### src/rtl/mem_access_ctrl.sv
// MEM-stage data-memory access sequencer for the RV32I core.
// Turns the EX/MEM load/store into a req/gnt/rvalid bus transaction,
// builds byte enables and replicated store data, extends load data,
// stalls the pipeline until completion and reports faults/timeouts.
module mem_access_ctrl #(
    parameter int TIMEOUT_CYC = 64,
    parameter int ADDR_W      = 32,
    parameter int DATA_W      = 32
) (
    input  logic              clk,
    input  logic              rst_n,
    input  logic              req_valid_i,
    input  logic              is_load_i,
    input  logic              is_store_i,
    input  logic [2:0]        funct3_i,
    input  logic [ADDR_W-1:0] addr_i,
    input  logic [DATA_W-1:0] wdata_i,
    output logic              bus_req_o,
    output logic              bus_we_o,
    output logic [ADDR_W-1:0] bus_addr_o,
    output logic [3:0]        bus_be_o,
    output logic [DATA_W-1:0] bus_wdata_o,
    input  logic              bus_gnt_i,
    input  logic              bus_rvalid_i,
    input  logic [DATA_W-1:0] bus_rdata_i,
    output logic              stall_o,
    output logic              load_valid_o,
    output logic [DATA_W-1:0] load_data_o,
    output logic              fault_o,
    output logic              bus_err_o
);

    // Counter only ever needs to reach TIMEOUT_CYC-1 before the abort fires.
    localparam int CNT_W = (TIMEOUT_CYC > 1) ? $clog2(TIMEOUT_CYC) : 1;
    localparam logic [CNT_W-1:0] CNT_LAST =
        (TIMEOUT_CYC > 0) ? CNT_W'(TIMEOUT_CYC - 1) : '0;

    typedef enum logic [1:0] {IDLE, REQ, WAIT, DONE} state_t;

    state_t            state, state_nxt;
    logic [CNT_W-1:0]  cnt;
    logic [2:0]        f3_q;
    logic [1:0]        off_q;
    logic              err_q;
    logic              bad_access;
    logic              mem_op;
    logic              start;
    logic              timeout_hit;
    logic              capture;
    logic              set_err;
    logic [3:0]        be_nxt;
    logic [DATA_W-1:0] wdata_nxt;
    logic [DATA_W-1:0] rd_shift;
    logic [DATA_W-1:0] ld_fmt;

    // Decode the incoming access: legality, byte enables, store-lane replication.
    always_comb begin
        bad_access = 1'b0;
        be_nxt     = 4'b1111;
        wdata_nxt  = wdata_i;
        case (funct3_i)
            3'b000, 3'b100: bad_access = 1'b0;
            3'b001, 3'b101: bad_access = addr_i[0];
            3'b010:         bad_access = (addr_i[1:0] != 2'b00);
            default:        bad_access = 1'b1;
        endcase
        // Unsigned widths only make sense for loads.
        if (is_store_i && funct3_i[2])
            bad_access = 1'b1;
        case (funct3_i[1:0])
            2'b00: begin
                be_nxt    = 4'b0001 << addr_i[1:0];
                wdata_nxt = {4{wdata_i[7:0]}};
            end
            2'b01: begin
                be_nxt    = 4'b0011 << {addr_i[1], 1'b0};
                wdata_nxt = {2{wdata_i[15:0]}};
            end
            default: begin
                be_nxt    = 4'b1111;
                wdata_nxt = wdata_i;
            end
        endcase
    end

    // Select the addressed byte/half of the returned word and extend it.
    always_comb begin
        rd_shift = bus_rdata_i >> {off_q, 3'b000};
        case (f3_q)
            3'b000:  ld_fmt = {{24{rd_shift[7]}}, rd_shift[7:0]};
            3'b100:  ld_fmt = {24'b0, rd_shift[7:0]};
            3'b001:  ld_fmt = {{16{rd_shift[15]}}, rd_shift[15:0]};
            3'b101:  ld_fmt = {16'b0, rd_shift[15:0]};
            default: ld_fmt = bus_rdata_i;
        endcase
    end

    // Next-state logic and status outputs; timeout wins over a same-cycle gnt/rvalid.
    always_comb begin
        state_nxt   = state;
        capture     = 1'b0;
        set_err     = 1'b0;
        mem_op      = req_valid_i & (is_load_i | is_store_i);
        start       = (state == IDLE) & mem_op & ~bad_access;
        fault_o     = (state == IDLE) & mem_op & bad_access;
        timeout_hit = (TIMEOUT_CYC != 0) && (cnt == CNT_LAST);
        case (state)
            IDLE: if (start) state_nxt = REQ;
            REQ: begin
                if (timeout_hit) begin
                    state_nxt = DONE;
                    set_err   = 1'b1;
                end else if (bus_gnt_i) begin
                    state_nxt = bus_we_o ? DONE : WAIT;
                end
            end
            WAIT: begin
                if (timeout_hit) begin
                    state_nxt = DONE;
                    set_err   = 1'b1;
                end else if (bus_rvalid_i) begin
                    state_nxt = DONE;
                    capture   = 1'b1;
                end
            end
            DONE:    state_nxt = IDLE;
            default: state_nxt = IDLE;
        endcase
        bus_req_o    = (state == REQ);
        stall_o      = start | (state == REQ) | (state == WAIT);
        load_valid_o = (state == DONE) & ~bus_we_o & ~err_q;
        bus_err_o    = (state == DONE) & err_q;
    end

    // State, latched request fields, timeout counter and load result.
    always_ff @(posedge clk) begin
        if (!rst_n) begin
            state       <= IDLE;
            cnt         <= '0;
            f3_q        <= '0;
            off_q       <= '0;
            err_q       <= 1'b0;
            bus_we_o    <= 1'b0;
            bus_addr_o  <= '0;
            bus_be_o    <= '0;
            bus_wdata_o <= '0;
            load_data_o <= '0;
        end else begin
            state <= state_nxt;
            err_q <= set_err;
            if (start) begin
                bus_addr_o  <= {addr_i[ADDR_W-1:2], 2'b00};
                bus_be_o    <= be_nxt;
                bus_wdata_o <= wdata_nxt;
                bus_we_o    <= is_store_i;
                f3_q        <= funct3_i;
                off_q       <= addr_i[1:0];
                cnt         <= '0;
            end else if (state == REQ || state == WAIT) begin
                cnt <= cnt + 1'b1;
            end
            if (capture)
                load_data_o <= ld_fmt;
            else if (set_err)
                load_data_o <= '0;
        end
    end

endmodule

### config.mk
export PLATFORM = sky130hd
export DESIGN_NAME = mem_access_ctrl
export DESIGN_NICKNAME = d
export VERILOG_FILES = /design/src/rtl/mem_access_ctrl.sv
export SDC_FILE = /design/constraint.sdc
export NUM_CORES = 1
export LEC_CHECK = 0
export CORE_MARGIN = 2
export CORE_UTILIZATION = 43
export CTS_CLUSTER_SIZE = 12
export DETAILED_ROUTE_END_ITERATION = 8
export PLACE_DENSITY_LB_ADDON = 0.08
export SLEW_MARGIN = 20
export SYNTH_ARGS = -nofsm -noshare
export SYNTH_HDL_FRONTEND = slang
export SYNTH_SLANG_ARGS = --single-unit
### constraint.sdc
create_clock -name clk -period 2.6 [get_ports clk]
set_input_delay 0.65 -clock clk [delete_from_list [all_inputs] [get_ports clk]]
set_output_delay 0.65 -clock clk [all_outputs]
set_load 0.03 [all_outputs]
# == Yosys cells after proc, flatten, opt, wreduce, memory -nomap -nowiden ==
# Index checks and enable logic that the tools add are counted.
# totals
regBits,113
latchBits,0
ramBits,0
romBits,0
inputBits,106
output_inout_bits,106
word_cells,75
mem_count,0
# classes
addsub,1
n_mul,0
div_mod_pow,0
magnitude_cmp,0
eq_ne,15
n_shift,3
mux,19
bitwise_logic,14
n_reduce_logical,13
# ops
op,count
32-bit case mux with 4 select lines,1
32-bit two-way mux,2
32-bit case mux with 2 select lines,1
32-bit by 5-bit right shift with 16-bit output,1
3-bit equality test (second input constant),4
2-bit two-way mux,5
2-bit case mux with 4 select lines,1
4-bit case mux with 2 select lines,1
2-bit OR reduction,4
1-bit AND,7
1-bit two-way mux,7
6-bit by 1-bit adder with 6-bit output (second input constant),1
3-bit by 1-bit equality test with 1-bit output (second input constant),2
6-bit equality test (second input constant),1
3-bit logical NOT,2
2-bit by 1-bit equality test with 1-bit output (second input constant),2
2-bit equality test (second input constant),2
2-bit logical NOT,2
1-bit NOT,4
2-bit nonzero test,2
1-bit by 2-bit << shifter with 4-bit output (first input constant),1
2-bit by 2-bit << shifter with 4-bit output (first input constant),1
3-bit by 2-bit equality test with 1-bit output (second input constant),1
3-bit by 1-bit != test with 1-bit output (second input constant),1
other kinds (7),9

# == Longest topological paths before layout ==
# logic_depth
word_depth,8
depth_mapped,11

# == Worst setup path before layout ==
# Ideal clock, no wire load.
# synth_timing
path_type,input port to output port
startpoint,input addr_i[1]
endpoint,output stall_o
arrival_time_ns,1.899
setup_slack_ns,0.051
cell_stages,4
n_path_buf,1
path_cell_list,or4_1 a21oi_1 buf_2 or3_1
# synth_between
elab_chain_len,7
# synth_rtl
item,line,text
start: declaration,16,"input logic [ADDR_W-1:0] addr_i,"
2-bit nonzero test,64,3'b010: bad_access = (addr_i[1:0] != 2'b00);
1-bit case mux with 3 select lines,61,case (funct3_i)
1-bit two-way mux,68,if (is_store_i && funct3_i[2])
1-bit NOT,104,start = (state == IDLE) & mem_op & ~bad_access;
1-bit AND,104,
1-bit OR (2 in a row),130,stall_o = start | (state == REQ) | (state == WAIT);
end: declaration,26,"output logic stall_o,"
# Every way passes these cells.

# == Final worst setup path ==
# layout_timing
startpoint,input is_load_i
endpoint,output stall_o
# layout_between
elab_chain_len,6
# layout_rtl
item,line,text
start: declaration,13,"input logic is_load_i,"
1-bit OR,103,mem_op = req_valid_i & (is_load_i | is_store_i);
1-bit AND,103,
1-bit AND (2 in a row),104,
1-bit OR (2 in a row),130,
# Every way passes these cells.

==> metrics.txt <==
status finished with violations; failing checks design-rule violations; port bufs about 210; slowest stage cell, crit path clkdlybuf4s50_1; CP Capture Type output port; Arr. time, crit path approximately 1.9 ns; switching power share of the total 30.0%; DRT Wirelength 16,200 um; All-Layer GR Usage 25.5%; worst-path maximum fanout 2; WHS 0.452 ns; DR pass1 iterations 7; post-synthesis sequential area ratio 44.3%; Post-Route Skew roughly 0.0061 ns; cells after synthesis 632; Die H 113 um; fin worst setup slack between 0.02 and 0.03 ns; Clk pwr share around two fifths; leading area contributor after synthesis dfxtp_1; global-route wire length before repair 26,000 um; Critical R2R Launch state[1]$_SDFFE_PN0P_; fmax roughly 0.4 GHz; power density over the cells between 700 and 800 mW/mm^2; core area 0.0115 mm^2; most frequent cells in the layout clkdlybuf4s50_1, nand2_1, dfxtp_1; synth warn 0; # hold bufs at CTS 0; Slew Limit Headroom 62.5%; htree depth 4; final setup TNS 0 ns; Layout area overhead 57.0%; Reg clk slew, reported paths 0.06 ns; minimum clock period 2.57 ns; CP Launch Type input pin; multi-input logic area 0.00259 mm^2; via count 5,361; layout cells sized above 1 between 8 and 9%; top cells by area, synth dfxtp_1, nand2_1, a21oi_1; Hold Vio Cnt, Final 0; Net Switching 1.75 mW; Final setup viols 0; I/O pins roughly 210; Yosys top cell area share around 44%; total CTS buffers 17; post-detail-place hpwl 11,300 um; Clock Path Buffers 2; Inst Count DP 953; post-synth cell types 43; Synth async-reset ratio 0%; FF-to-FF setup slack between 0.3 and 0.4 ns; starting density of the core between 40% and 50%; Skew-Pair Late Insertion Delay between 0.4 and 0.5 ns; Final Max Slew Viols 0; detailed-route wire length per cell ~16 um; Worst Max-Slew Pin Slew 0.561 ns; number of global-route vias before repair ~5,300; Critical Path RT 1.95 ns; Net count, final 942; WS Path Type input pin to output port; FF+latch area 0.00226 mm^2; reg-to-reg endpoint load_data_o[3]$_SDFFE_PN0P_; crit share post-route 99.0%; Worst Hold Endpoint bus_addr_o[23]$_SDFFE_PN0P_; hold depth 2; Layout Utilization 69.6%; post-route ant nets 0; gr ovfl total 0; Final Instance Count excl. Fillers 987; Int Power ~4 mW; fillers 924; Seq cells post-synth about 110; Reg2Reg Depth 7; GPL Wtd Cong 0.851; Die W 113 um; Worst Hold Class register to register; CTS root buffer clkbuf_16; MaxCap Viol Count 0; Flop pwr share 33.7%; largest net degree at the start of global routing 93; CP Cell Sequence clkdlybuf4s50_1, o211ai_1, a21oi_4, or3_1, buf_6; part of the power in combinational logic 24.8%; critical path's largest stage delay 0.40 ns; CP Launch Point is_load_i; clock sink total 113; DR vias/cell 5.43; initial antenna violation count 0; DRT iter0 DRCs about 360; die area 0.0128 mm^2; commonest non-fill, non-tap cell in the layout clkdlybuf4s50_1; Hold Path Origin bus_addr_o[23]$_SDFFE_PN0P_; Antenna diodes 0; DRC Markers 11; Top FF cell, synth dfxtp_1; Avg Synthesized Cell Area 8.08 um^2; Post-synth EDFFs 0; post-synthesis cell area 0.00511 mm^2; CTS tree done; worst IR drop on VDD between 500 and 600 uV; leakage 2.91 nW; FP Rows 39; dpl ws -0.172 ns
how the worst max path moves through the flow:
stage,end,slack [ns]
floorplan,stall_o,0.05
global placement,stall_o,-0.14
detailed placement,bus_wdata_o[10]$_SDFFE_PN0P_,-0.17
CTS,load_valid_o,0.01
global route,stall_o,-0.002
finish,stall_o,0.03
state kept, by name, summed over array words and instances, names as in the netlist:
register,flops
bus_wdata_o,32
load_data_o,32
bus_addr_o,30
cnt,6
bus_be_o,4
f3_q,3
off_q,2
state,2
bus_we_o,1
err_q,1
synth_stat cells (all sizes together) (3+ instances only):
library cell,n
nand2,156
dfxtp,113
a21oi,57
o21ai,45
clkbuf,42
nor2,32
mux2i,27
nand3,19
o21a,16
buf,13
o211ai,12
a211oi,10
a311oi,10
inv,10
a22o,8
a22oi,8
and3,8
mux2,8
a221o,7
ha,5
nand2b,3
xor2,3
layer usage:
layer | GRT usage, % | up-vias | share of wire, %
li1 | - | 2592 | -
met1 | 28.4 | 2538 | 39
met2 | 43.6 | 197 | 49
met3 | 9.16 | 34 | 8.8
met4 | 11.6 | 0 | 2.9
met5 | 0 | - | 0
per-stage QoR:
stage                     cell area, um^2  total power, mW
after global placement               7380             3.39
after floorplan                      5110             2.80
after global routing                 8020             6.06
after CTS                            8000             5.85
final                                8020             5.83
after detailed placement             7380             3.42
what timing repair did:
| action | CTS | global route |
|---|---|---|
| resized for setup | 8 | 2 |
| buffers inserted | 1 | 1 |
| pin swaps | 5 | 1 |
| setup endpoints to repair | 2 | 2 |
critical path: cells and delay by family:
kind	cells	cell delay (ns)
simple gates	1	0.37
buf+inv	2	0.55
compound gates	2	0.36
kinds of logic (layout without fill, tap and decap cells):
group           Yosys count  after routing  share of synthesized area [%]
other cells               1              2                         0.0734
mux                      35             35                           7.06
xor+xnor                  5              5                          0.858
buf+inv                  65            276                           5.29
compound gates          179            179                           22.7
fa+ha+maj                 5              5                           1.23
simple gates            229            229                           18.5
flops                   113            113                           44.3
power by group through the flow:
stage | registers [mW] | clock network, mW | logic [mW]
2_1_floorplan | 2.20 | 0 | 0.596
3_3_place_gp | 1.99 | 0 | 1.40
3_5_place_dp | 2.00 | 0 | 1.42
4_1_cts | 1.96 | 2.45 | 1.44
5_1_grt | 1.98 | 2.52 | 1.56
6_report | 1.96 | 2.42 | 1.44
final cells by class:
cell class | instances | share of cell area, %
Clock buffer | 21 | 5.74
Clock inverter | 11 | 1.89
Inverter | 10 | 0.468
Multi-Input combinational cell | 455 | 32.4
Sequential cell | 113 | 28.2
Tap cell | 143 | 2.23
Timing Repair Buffer | 234 | 29.1
No activity file was read; power rests on OpenSTA's default activity.
